===== src/rtl/sdram_arbit_if.sv =====
// Bundle between the SDRAM bus arbiter and its four requesters plus the SDRAM pins.
// master is the arbiter's view; slave is the requester/pin-side view.
interface sdram_arbit_if #(
  parameter int unsigned ADDR_W = 12,
  parameter int unsigned DATA_W = 16
);
  logic [3:0]        init_cmd;
  logic [ADDR_W-1:0] init_addr;
  logic              flag_init_end;

  logic              ref_req;
  logic [3:0]        ref_cmd;
  logic [ADDR_W-1:0] ref_addr;
  logic              flag_ref_end;
  logic              ref_en;

  logic              wr_req;
  logic [3:0]        wr_cmd;
  logic [ADDR_W-1:0] wr_addr;
  logic [1:0]        wr_bank;
  logic [DATA_W-1:0] wr_data;
  logic              flag_wr_end;
  logic              wr_en;

  logic              rd_req;
  logic [3:0]        rd_cmd;
  logic [ADDR_W-1:0] rd_addr;
  logic [1:0]        rd_bank;
  logic              flag_rd_end;
  logic              rd_en;

  logic              sdram_cke;
  logic [3:0]        sdram_cmd;
  logic [1:0]        sdram_ba;
  logic [ADDR_W-1:0] sdram_addr;
  logic [DATA_W-1:0] sdram_dq_out;
  logic              sdram_dq_oe;
  logic              arb_err;

  modport master (
    input  init_cmd, init_addr, flag_init_end,
    input  ref_req, ref_cmd, ref_addr, flag_ref_end,
    input  wr_req, wr_cmd, wr_addr, wr_bank, wr_data, flag_wr_end,
    input  rd_req, rd_cmd, rd_addr, rd_bank, flag_rd_end,
    output ref_en, wr_en, rd_en,
    output sdram_cke, sdram_cmd, sdram_ba, sdram_addr, sdram_dq_out, sdram_dq_oe, arb_err
  );

  modport slave (
    output init_cmd, init_addr, flag_init_end,
    output ref_req, ref_cmd, ref_addr, flag_ref_end,
    output wr_req, wr_cmd, wr_addr, wr_bank, wr_data, flag_wr_end,
    output rd_req, rd_cmd, rd_addr, rd_bank, flag_rd_end,
    input  ref_en, wr_en, rd_en,
    input  sdram_cke, sdram_cmd, sdram_ba, sdram_addr, sdram_dq_out, sdram_dq_oe, arb_err
  );
endinterface


===== src/rtl/sdram_arbit.sv =====
// SDRAM bus arbiter: shares the command/address/data pins between init, refresh,
// write and read engines, with refresh priority, write/read alternation and a watchdog.
module sdram_arbit #(
  parameter int unsigned ADDR_W  = 12,
  parameter int unsigned DATA_W  = 16,
  parameter int unsigned MAX_OWN = 1023
) (
  input  logic          sclk,
  input  logic          reset,
  sdram_arbit_if.master bus
);

  localparam logic [3:0] CmdNop   = 4'b0111;
  localparam logic [9:0] OwnLimit = 10'(MAX_OWN - 1);

  typedef enum logic [4:0] {
    StInit  = 5'b00001,
    StArbit = 5'b00010,
    StAref  = 5'b00100,
    StWrite = 5'b01000,
    StRead  = 5'b10000
  } state_e;

  typedef enum logic {
    GrWrite = 1'b0,
    GrRead  = 1'b1
  } grant_e;

  state_e      state_q;
  grant_e      last_grant_q;
  logic [9:0]  own_cnt_q;
  logic        ref_en_q, wr_en_q, rd_en_q;
  logic        arb_err_q;
  logic        cke_q;
  logic        owner_end;

  logic [3:0]        cmd_mux;
  logic [ADDR_W-1:0] addr_mux;
  logic [1:0]        ba_mux;

  // Only the current owner's end flag counts; others are ignored.
  always_comb begin
    owner_end = 1'b0;
    unique case (state_q)
      StAref:  owner_end = bus.flag_ref_end;
      StWrite: owner_end = bus.flag_wr_end;
      StRead:  owner_end = bus.flag_rd_end;
      default: owner_end = 1'b0;
    endcase
  end

  always_ff @(posedge sclk) begin
    if (!reset) begin
      state_q      <= StInit;
      last_grant_q <= GrRead;
      own_cnt_q    <= '0;
      ref_en_q     <= 1'b0;
      wr_en_q      <= 1'b0;
      rd_en_q      <= 1'b0;
      arb_err_q    <= 1'b0;
      cke_q        <= 1'b0;
    end else begin
      cke_q    <= 1'b1;
      ref_en_q <= 1'b0;
      wr_en_q  <= 1'b0;
      rd_en_q  <= 1'b0;
      unique case (state_q)
        StInit: begin
          own_cnt_q <= '0;
          if (bus.flag_init_end) state_q <= StArbit;
        end
        StArbit: begin
          own_cnt_q <= '0;
          if (bus.ref_req) begin
            state_q  <= StAref;
            ref_en_q <= 1'b1;
          end else if (bus.wr_req && (!bus.rd_req || last_grant_q == GrRead)) begin
            state_q      <= StWrite;
            wr_en_q      <= 1'b1;
            last_grant_q <= GrWrite;
          end else if (bus.rd_req) begin
            state_q      <= StRead;
            rd_en_q      <= 1'b1;
            last_grant_q <= GrRead;
          end
        end
        StAref, StWrite, StRead: begin
          // End flag beats a coincident timeout.
          if (owner_end) begin
            state_q <= StArbit;
          end else if (own_cnt_q == OwnLimit) begin
            state_q   <= StArbit;
            arb_err_q <= 1'b1;
          end else begin
            own_cnt_q <= own_cnt_q + 10'd1;
          end
        end
        default: state_q <= StInit;
      endcase
    end
  end

  // Pins follow the owner with no added latency; everything else sees NOP.
  always_comb begin
    cmd_mux  = CmdNop;
    addr_mux = '0;
    ba_mux   = '0;
    unique case (state_q)
      StInit: begin
        cmd_mux  = bus.init_cmd;
        addr_mux = bus.init_addr;
      end
      StAref: begin
        cmd_mux  = bus.ref_cmd;
        addr_mux = bus.ref_addr;
      end
      StWrite: begin
        cmd_mux  = bus.wr_cmd;
        addr_mux = bus.wr_addr;
        ba_mux   = bus.wr_bank;
      end
      StRead: begin
        cmd_mux  = bus.rd_cmd;
        addr_mux = bus.rd_addr;
        ba_mux   = bus.rd_bank;
      end
      default: begin
        cmd_mux  = CmdNop;
        addr_mux = '0;
        ba_mux   = '0;
      end
    endcase
  end

  assign bus.ref_en       = ref_en_q;
  assign bus.wr_en        = wr_en_q;
  assign bus.rd_en        = rd_en_q;
  assign bus.arb_err      = arb_err_q;
  assign bus.sdram_cke    = cke_q;
  assign bus.sdram_cmd    = cmd_mux;
  assign bus.sdram_addr   = addr_mux;
  assign bus.sdram_ba     = ba_mux;
  assign bus.sdram_dq_out = bus.wr_data[DATA_W-1:0];
  assign bus.sdram_dq_oe  = (state_q == StWrite);

endmodule


===== src/flat_wrapper.sv =====
// flat-port wrapper written by rule: the top's interface ports become plain ports
module sdram_arbit_flat 
#(
  parameter int unsigned ADDR_W  = 12,
  parameter int unsigned DATA_W  = 16,
  parameter int unsigned MAX_OWN = 1023
)
  (sclk, reset, bus_init_cmd, bus_init_addr, bus_flag_init_end, bus_ref_req, bus_ref_cmd, bus_ref_addr, bus_flag_ref_end, bus_wr_req, bus_wr_cmd, bus_wr_addr, bus_wr_bank, bus_wr_data, bus_flag_wr_end, bus_rd_req, bus_rd_cmd, bus_rd_addr, bus_rd_bank, bus_flag_rd_end, bus_ref_en, bus_wr_en, bus_rd_en, bus_sdram_cke, bus_sdram_cmd, bus_sdram_ba, bus_sdram_addr, bus_sdram_dq_out, bus_sdram_dq_oe, bus_arb_err);
  sdram_arbit_if #(.ADDR_W(ADDR_W), .DATA_W(DATA_W)) bus_i ();
  input  logic sclk;
  input  logic reset;
  input wire logic [$bits(bus_i.init_cmd)-1:0] bus_init_cmd;
  input wire logic [$bits(bus_i.init_addr)-1:0] bus_init_addr;
  input wire logic [$bits(bus_i.flag_init_end)-1:0] bus_flag_init_end;
  input wire logic [$bits(bus_i.ref_req)-1:0] bus_ref_req;
  input wire logic [$bits(bus_i.ref_cmd)-1:0] bus_ref_cmd;
  input wire logic [$bits(bus_i.ref_addr)-1:0] bus_ref_addr;
  input wire logic [$bits(bus_i.flag_ref_end)-1:0] bus_flag_ref_end;
  input wire logic [$bits(bus_i.wr_req)-1:0] bus_wr_req;
  input wire logic [$bits(bus_i.wr_cmd)-1:0] bus_wr_cmd;
  input wire logic [$bits(bus_i.wr_addr)-1:0] bus_wr_addr;
  input wire logic [$bits(bus_i.wr_bank)-1:0] bus_wr_bank;
  input wire logic [$bits(bus_i.wr_data)-1:0] bus_wr_data;
  input wire logic [$bits(bus_i.flag_wr_end)-1:0] bus_flag_wr_end;
  input wire logic [$bits(bus_i.rd_req)-1:0] bus_rd_req;
  input wire logic [$bits(bus_i.rd_cmd)-1:0] bus_rd_cmd;
  input wire logic [$bits(bus_i.rd_addr)-1:0] bus_rd_addr;
  input wire logic [$bits(bus_i.rd_bank)-1:0] bus_rd_bank;
  input wire logic [$bits(bus_i.flag_rd_end)-1:0] bus_flag_rd_end;
  output wire logic [$bits(bus_i.ref_en)-1:0] bus_ref_en;
  output wire logic [$bits(bus_i.wr_en)-1:0] bus_wr_en;
  output wire logic [$bits(bus_i.rd_en)-1:0] bus_rd_en;
  output wire logic [$bits(bus_i.sdram_cke)-1:0] bus_sdram_cke;
  output wire logic [$bits(bus_i.sdram_cmd)-1:0] bus_sdram_cmd;
  output wire logic [$bits(bus_i.sdram_ba)-1:0] bus_sdram_ba;
  output wire logic [$bits(bus_i.sdram_addr)-1:0] bus_sdram_addr;
  output wire logic [$bits(bus_i.sdram_dq_out)-1:0] bus_sdram_dq_out;
  output wire logic [$bits(bus_i.sdram_dq_oe)-1:0] bus_sdram_dq_oe;
  output wire logic [$bits(bus_i.arb_err)-1:0] bus_arb_err;
  assign bus_i.init_cmd = bus_init_cmd;
  assign bus_i.init_addr = bus_init_addr;
  assign bus_i.flag_init_end = bus_flag_init_end;
  assign bus_i.ref_req = bus_ref_req;
  assign bus_i.ref_cmd = bus_ref_cmd;
  assign bus_i.ref_addr = bus_ref_addr;
  assign bus_i.flag_ref_end = bus_flag_ref_end;
  assign bus_i.wr_req = bus_wr_req;
  assign bus_i.wr_cmd = bus_wr_cmd;
  assign bus_i.wr_addr = bus_wr_addr;
  assign bus_i.wr_bank = bus_wr_bank;
  assign bus_i.wr_data = bus_wr_data;
  assign bus_i.flag_wr_end = bus_flag_wr_end;
  assign bus_i.rd_req = bus_rd_req;
  assign bus_i.rd_cmd = bus_rd_cmd;
  assign bus_i.rd_addr = bus_rd_addr;
  assign bus_i.rd_bank = bus_rd_bank;
  assign bus_i.flag_rd_end = bus_flag_rd_end;
  assign bus_ref_en = bus_i.ref_en;
  assign bus_wr_en = bus_i.wr_en;
  assign bus_rd_en = bus_i.rd_en;
  assign bus_sdram_cke = bus_i.sdram_cke;
  assign bus_sdram_cmd = bus_i.sdram_cmd;
  assign bus_sdram_ba = bus_i.sdram_ba;
  assign bus_sdram_addr = bus_i.sdram_addr;
  assign bus_sdram_dq_out = bus_i.sdram_dq_out;
  assign bus_sdram_dq_oe = bus_i.sdram_dq_oe;
  assign bus_arb_err = bus_i.arb_err;
  sdram_arbit #(.ADDR_W(ADDR_W), .DATA_W(DATA_W), .MAX_OWN(MAX_OWN)) u_core (.sclk(sclk), .reset(reset), .bus(bus_i));
endmodule

===== config.mk =====
export PLATFORM = sky130hd
export DESIGN_NAME = sdram_arbit_flat
export DESIGN_NICKNAME = d
export VERILOG_FILES = /design/src/rtl/sdram_arbit_if.sv /design/src/rtl/sdram_arbit.sv /design/src/flat_wrapper.sv
export SDC_FILE = /design/constraint.sdc
export NUM_CORES = 1
export LEC_CHECK = 0
export ABC_AREA = 1
export CAP_MARGIN = 20
export CORE_MARGIN = 2
export CORE_UTILIZATION = 31
export DETAILED_ROUTE_END_ITERATION = 10
export PLACE_DENSITY = 0.84
export SLEW_MARGIN = 25
export SYNTH_ARGS = -nofsm -noshare
export SYNTH_HDL_FRONTEND = slang
export SYNTH_SLANG_ARGS = --single-unit
export TNS_END_PERCENT = 20

===== constraint.sdc =====
create_clock -name sclk -period 1.3 [get_ports sclk]
set_clock_uncertainty 0.15 [all_clocks]
set_input_delay 0.13 -clock sclk [delete_from_list [all_inputs] [get_ports sclk]]
set_output_delay 0.13 -clock sclk [all_outputs]
set_load 0.05 [all_outputs]

After elaboration in Yosys (flattened, before gate mapping) --
Cells that the tools add are included.
Operators by class: equal/unequal tests 11, reductions and logical operators 14, bitwise logic cells 4, mux-type cells 20, $add $sub $neg 1
Operators with widths (number):
- case mux 12 bit (4 select lines) | 1
- two-way mux 5 bit | 6
- two-way mux 10 bit | 2
- case mux 10 bit (2 select lines) | 1
- case mux 4 bit (4 select lines) | 1
- case mux 5 bit (3 select lines) | 1
- AND reduction 3 bit | 4
- adder 10 x 1 -> 10 bit, second input constant | 1
- equality test 10 bit, second input constant | 1
- two-way mux 1 bit | 6
- != test 2 bit, second input constant | 3
- OR reduction 3 bit | 2
- equality test 5 x 1 -> 1 bit, second input constant | 1
- equality test 5 x 2 -> 1 bit, second input constant | 1
- equality test 5 x 3 -> 1 bit, second input constant | 1
- equality test 5 x 4 -> 1 bit, second input constant | 1
- equality test 5 bit, second input constant | 1
- != test 4 x 3 -> 1 bit, second input constant | 1
- inverter 1 bit | 4
- case mux 2 bit (2 select lines) | 1
- nonzero test 2 bit | 2
- OR reduction 4 bit | 1
- != test 3 x 1 -> 1 bit, second input constant | 1
- case mux 1 bit (3 select lines) | 1
- other kinds (5) | 5
Word-level totals: word-level logic and storage cells 58, input bits 93, register bits after elaboration 21

Logic depth before layout (Yosys ltp) --
word-level depth 6, depth in mapped cells 11, depth with buffers taken out 11

Worst setup path after synthesis --
OpenSTA, ideal clock, no wires.
kind reg-to-output, start register u_core.state_q[3], end output port bus_sdram_addr[10], slack -0.599 ns, data arrival time 1.619 ns, buffers on the path 1, stages on the path, launching flop included 8, required time 1.020 ns, cell sequence dfxtp_1 inv_1 nor2_1 nand3_2 clkinv_1 buf_2 nand2_1 nand4_1
Between the ends: cells in the longest elaborated chain, start to end 2
Ends and longest elaborated chain:
- start: declaration | RTL line sdram_arbit.sv:29 | state_e state_q;
- start signal: assignment | RTL line sdram_arbit.sv:54 | state_q <= StInit;
- start signal: assignment | RTL line sdram_arbit.sv:70 | if (bus.flag_init_end) state_q <= StArbit;
- start signal: assignment | RTL line sdram_arbit.sv:75 | state_q <= StAref;
- equality test 5 x 4 -> 1 bit
- named net bus_sdram_dq_oe | RTL line flat_wrapper.sv:38 | output wire logic [$bits(bus_i.sdram_dq_oe)-1:0] bus_sdram_dq_oe;
- case mux 12 bit (4 select lines) | RTL line sdram_arbit.sv:108 | unique case (state_q)
- end: declaration | RTL line flat_wrapper.sv:36 | output wire logic [$bits(bus_i.sdram_addr)-1:0] bus_sdram_addr;
The timed path passes the listed nets, and every way through them passes these cells.

Worst setup path in the final report --
start register u_core.state_q[1], end output port bus_sdram_cmd[1]
Between the ends: cells in the longest elaborated chain, start to end 2
Ends and longest elaborated chain:
- equality test 5 bit (tied with other cells) | RTL line sdram_arbit.sv:108
- case mux 4 bit (4 select lines) * | RTL line sdram_arbit.sv:108
- end: declaration | RTL line flat_wrapper.sv:34 | output wire logic [$bits(bus_i.sdram_cmd)-1:0] bus_sdram_cmd;
Every way passes the cells marked *; elsewhere a longest branch is shown, timed or not.

==> impl_metrics.env <==
export IMPL_crit_path_end_kind="primary output"
export IMPL_die_area_um2=6130
export IMPL_max_stage_delay_ns=0.37
export IMPL_pin_count=133
export IMPL_cts_clk_slew_worst_paths_ns=0.08
export IMPL_async_flop_share=0
export IMPL_rsz0062_at_grt="yes"
export IMPL_drv_cap=0
export IMPL_vias=2402
export IMPL_worstSetupPathType="flip-flop to primary output"
export IMPL_clk_latency_ns=0.26
export IMPL_failed_checks="negative setup slack"
export IMPL_fin_crit_sh=1.42
export IMPL_grt_overflow=0
export IMPL_fmax_mhz=542
export IMPL_place_area_um2=3240
export IMPL_dr_pass1_iters=4
export IMPL_antenna_left=0
export IMPL_cp_required_ns=1.02
export IMPL_cts_sinks=21
export IMPL_hp_class="input pin to primary output"
export IMPL_cts_tree="yes"
export IMPL_clock_path_buffers=2
export IMPL_ys_flop_type="dfxtp_1"
export IMPL_placed_cells=476
export IMPL_antenna_cells=0
export IMPL_crit_fanout=7
export IMPL_setup_slack_ns=-0.546
export IMPL_wl_per_cell_um=14.1
export IMPL_cts_buffers=3
export IMPL_synth_fp_nets=382
export IMPL_gp_congestion=0.848
export IMPL_hold_viol=0
export IMPL_whs_ns=0.110
export IMPL_relSlewSlack=0.787
export IMPL_tightest_slew_ns=0.317
export IMPL_yosys_warnings=0
export IMPL_grt_pass1_vias=2303
export IMPL_post_layout_nonfiller_instances=488
export IMPL_synth_edff_count=0
export IMPL_worstPathArrival_ns=1.57
export IMPL_cp_cell_sequence="nor2_4 > nand3_2 > buf_6 > clkinv_8 > a22o_1 > inv_1 > nand4_1 > buf_12"
export IMPL_fin_area_um2=3500
export IMPL_drt_wl_total_mm=6.86
export IMPL_cts_hold_buf=0
export IMPL_root_buffer="clkbuf_8"
export IMPL_area_growth_pct=105
export IMPL_start_kind="flip-flop"
export IMPL_ys_ff_latch=21
export IMPL_die_y_um=78.3
export IMPL_grt_pass1_wl_mm=10.4
export IMPL_irDropWorstVdd_mv=1.17
export IMPL_leakage_nw=1.54
export IMPL_htree_levels=1
export IMPL_syn_area_um2=1710
export IMPL_status="complete, but fails checks"
export IMPL_grt_max_degree=17
export IMPL_grt_usage=0.209
export IMPL_portBuffers=100
export IMPL_num_rows=27
export IMPL_drive_above_1_share=0.279
export IMPL_synth_seq_area_share=0.246
export IMPL_powerDensity_nw_per_um2=1830
export IMPL_syn_avg_cell_area_um2=5.96
export IMPL_die_w_um=78.3
export IMPL_vias_per_cell=4.92
export IMPL_drc_errors=0
export IMPL_drt_iter0_markers=81
export IMPL_finalMaxSlewViolations=0
export IMPL_antenna_found_initial=0
export IMPL_synth_cell_type_count=29
export IMPL_setup_violations=38
export IMPL_cp_slowest_cell="dfxtp_4"
export IMPL_hpwl_mm=5.09
export IMPL_period_needed_ns=1.85
export IMPL_coreArea_um2=5410
export IMPL_start_util=0.316
export IMPL_nets=512
export IMPL_syn_inst=287
-- cells in the mapped netlist, types with 2 or more instances --
| cell | n | area [um^2] |
|---|---|---|
| nand3_1 | 13 | 65.1 |
| nand3_2 | 2 | 20.0 |
| nand2_1 | 108 | 405 |
| clkbuf_1 | 4 | 15.0 |
| nor2_2 | 3 | 18.8 |
| or2_2 | 2 | 12.5 |
| nand4_1 | 24 | 150 |
| nor3_1 | 4 | 20.0 |
| ha_1 | 2 | 25.0 |
| clkinv_1 | 2 | 7.51 |
| inv_2 | 3 | 11.3 |
| xor2_1 | 3 | 26.3 |
| a21oi_1 | 11 | 55.1 |
| buf_4 | 16 | 120 |
| a22o_1 | 5 | 43.8 |
| nor2_1 | 20 | 75.1 |
| inv_1 | 33 | 124 |
| dfxtp_1 | 21 | 420 |
-- sequential cells by signal (all words and copies together), names as in the netlist --
register	cells
u_core.bus.sdram_cke	1
u_core.bus.rd_en	1
u_core.bus.arb_err	1
u_core.state_q	5
u_core.own_cnt_q	10
u_core.last_grant_q	1
u_core.bus.ref_en	1
u_core.bus.wr_en	1
-- what timing repair did --
| action | in CTS | in global routing |
|---|---|---|
| pin swaps | 7 | 11 |
| gates resized for setup | 20 | 16 |
| hold endpoints to repair | 0 | 0 |
| setup endpoints to repair | 38 | 38 |
| gates cloned | 2 | 1 |
| setup buffers | 4 | 1 |
-- critical path, delay by kind of cell, from the launching register on --
kind                   cells  cell delay (ns)
flip-flops                 1             0.37
AO/OA/AOI/OAI              1             0.21
AND/OR/NAND/NOR            3             0.28
buffers and inverters      4             0.44
-- layout make-up --
cell class	count	area (um^2)
clock buffer	3	41.3
clock inverter	1	5.00
fill	428	1910
inverter	39	186
multi-input combinational	206	1080
sequential	21	434
tap	72	90.1
timing repair buffer	144	1640
timing repair inverter	2	25.0
-- where the power goes --
group | leakage [nW] | switching [W] | internal [W] | total, W
clock network | 0.0255 | 0.000213 | 0.000213 | 0.000426
registers | 0.173 | 0.0000833 | 0.000740 | 0.000824
logic | 1.34 | 0.00287 | 0.00228 | 0.00515
total | 1.54 | 0.00316 | 0.00324 | 0.00640
-- path summary, 6_finish.rpt --
check	cells after the start	end	slack (ns)	startpoint
setup / recovery	8	bus_sdram_cmd[1]	-0.55	u_core.state_q[1]
hold / removal	0	bus_sdram_dq_out[2]	0.11	bus_wr_data[2]
setup reg to reg	11	u_core.own_cnt_q[1]	-0.48	u_core.state_q[3]
hold reg to reg	2	u_core.own_cnt_q[1]	0.36	u_core.own_cnt_q[1]
-- metal layers --
metal | vias to the layer above | part of all wire | GRT usage
li1 | 1163 | - | -
met5 | - | 0 | 0
met3 | 14 | 0.069 | 0.0402
met2 | 104 | 0.51 | 0.376
met1 | 1121 | 0.40 | 0.240
met4 | 0 | 0.022 | 0.0895
-- metrics by stage --
step	power, W	setup TNS [ns]	util	setup slack [ns]
global placement	0.00566	-10.23	0.599	-0.327
global route	0.00671	-19.22	0.647	-0.620
finish	0.00640	-15.86	0.647	-0.546
CTS	0.00632	-16.32	0.629	-0.549
floorplan	0.00348	-7.72	-	-0.318
detailed placement	0.00571	-11.46	0.599	-0.428
-- logic make-up after synthesis --
kind of cell,share of synthesized area
flops,0.246
compound gates,0.0746
fa+ha+maj,0.0146
xor+xnor,0.0205
buf+inv,0.169
simple gates,0.475
-- layout by cell type, fill, tap and decap left out, types with 7 or more instances in the layout --
| cell type | synthesis | routed |
|---|---|---|
| nor2_1 | 20 | 17 |
| dfxtp_1 | 21 | 16 |
| inv_1 | 33 | 29 |
| nand2_1 | 108 | 105 |
| buf_4 | 16 | 38 |
| nand3_2 | 2 | 7 |
| nand3_1 | 13 | 8 |
| clkdlybuf4s50_1 | 0 | 76 |
| buf_12 | 0 | 27 |
| a21oi_1 | 11 | 7 |
| nand4_1 | 24 | 24 |
(Power assumes the default switching activity.)
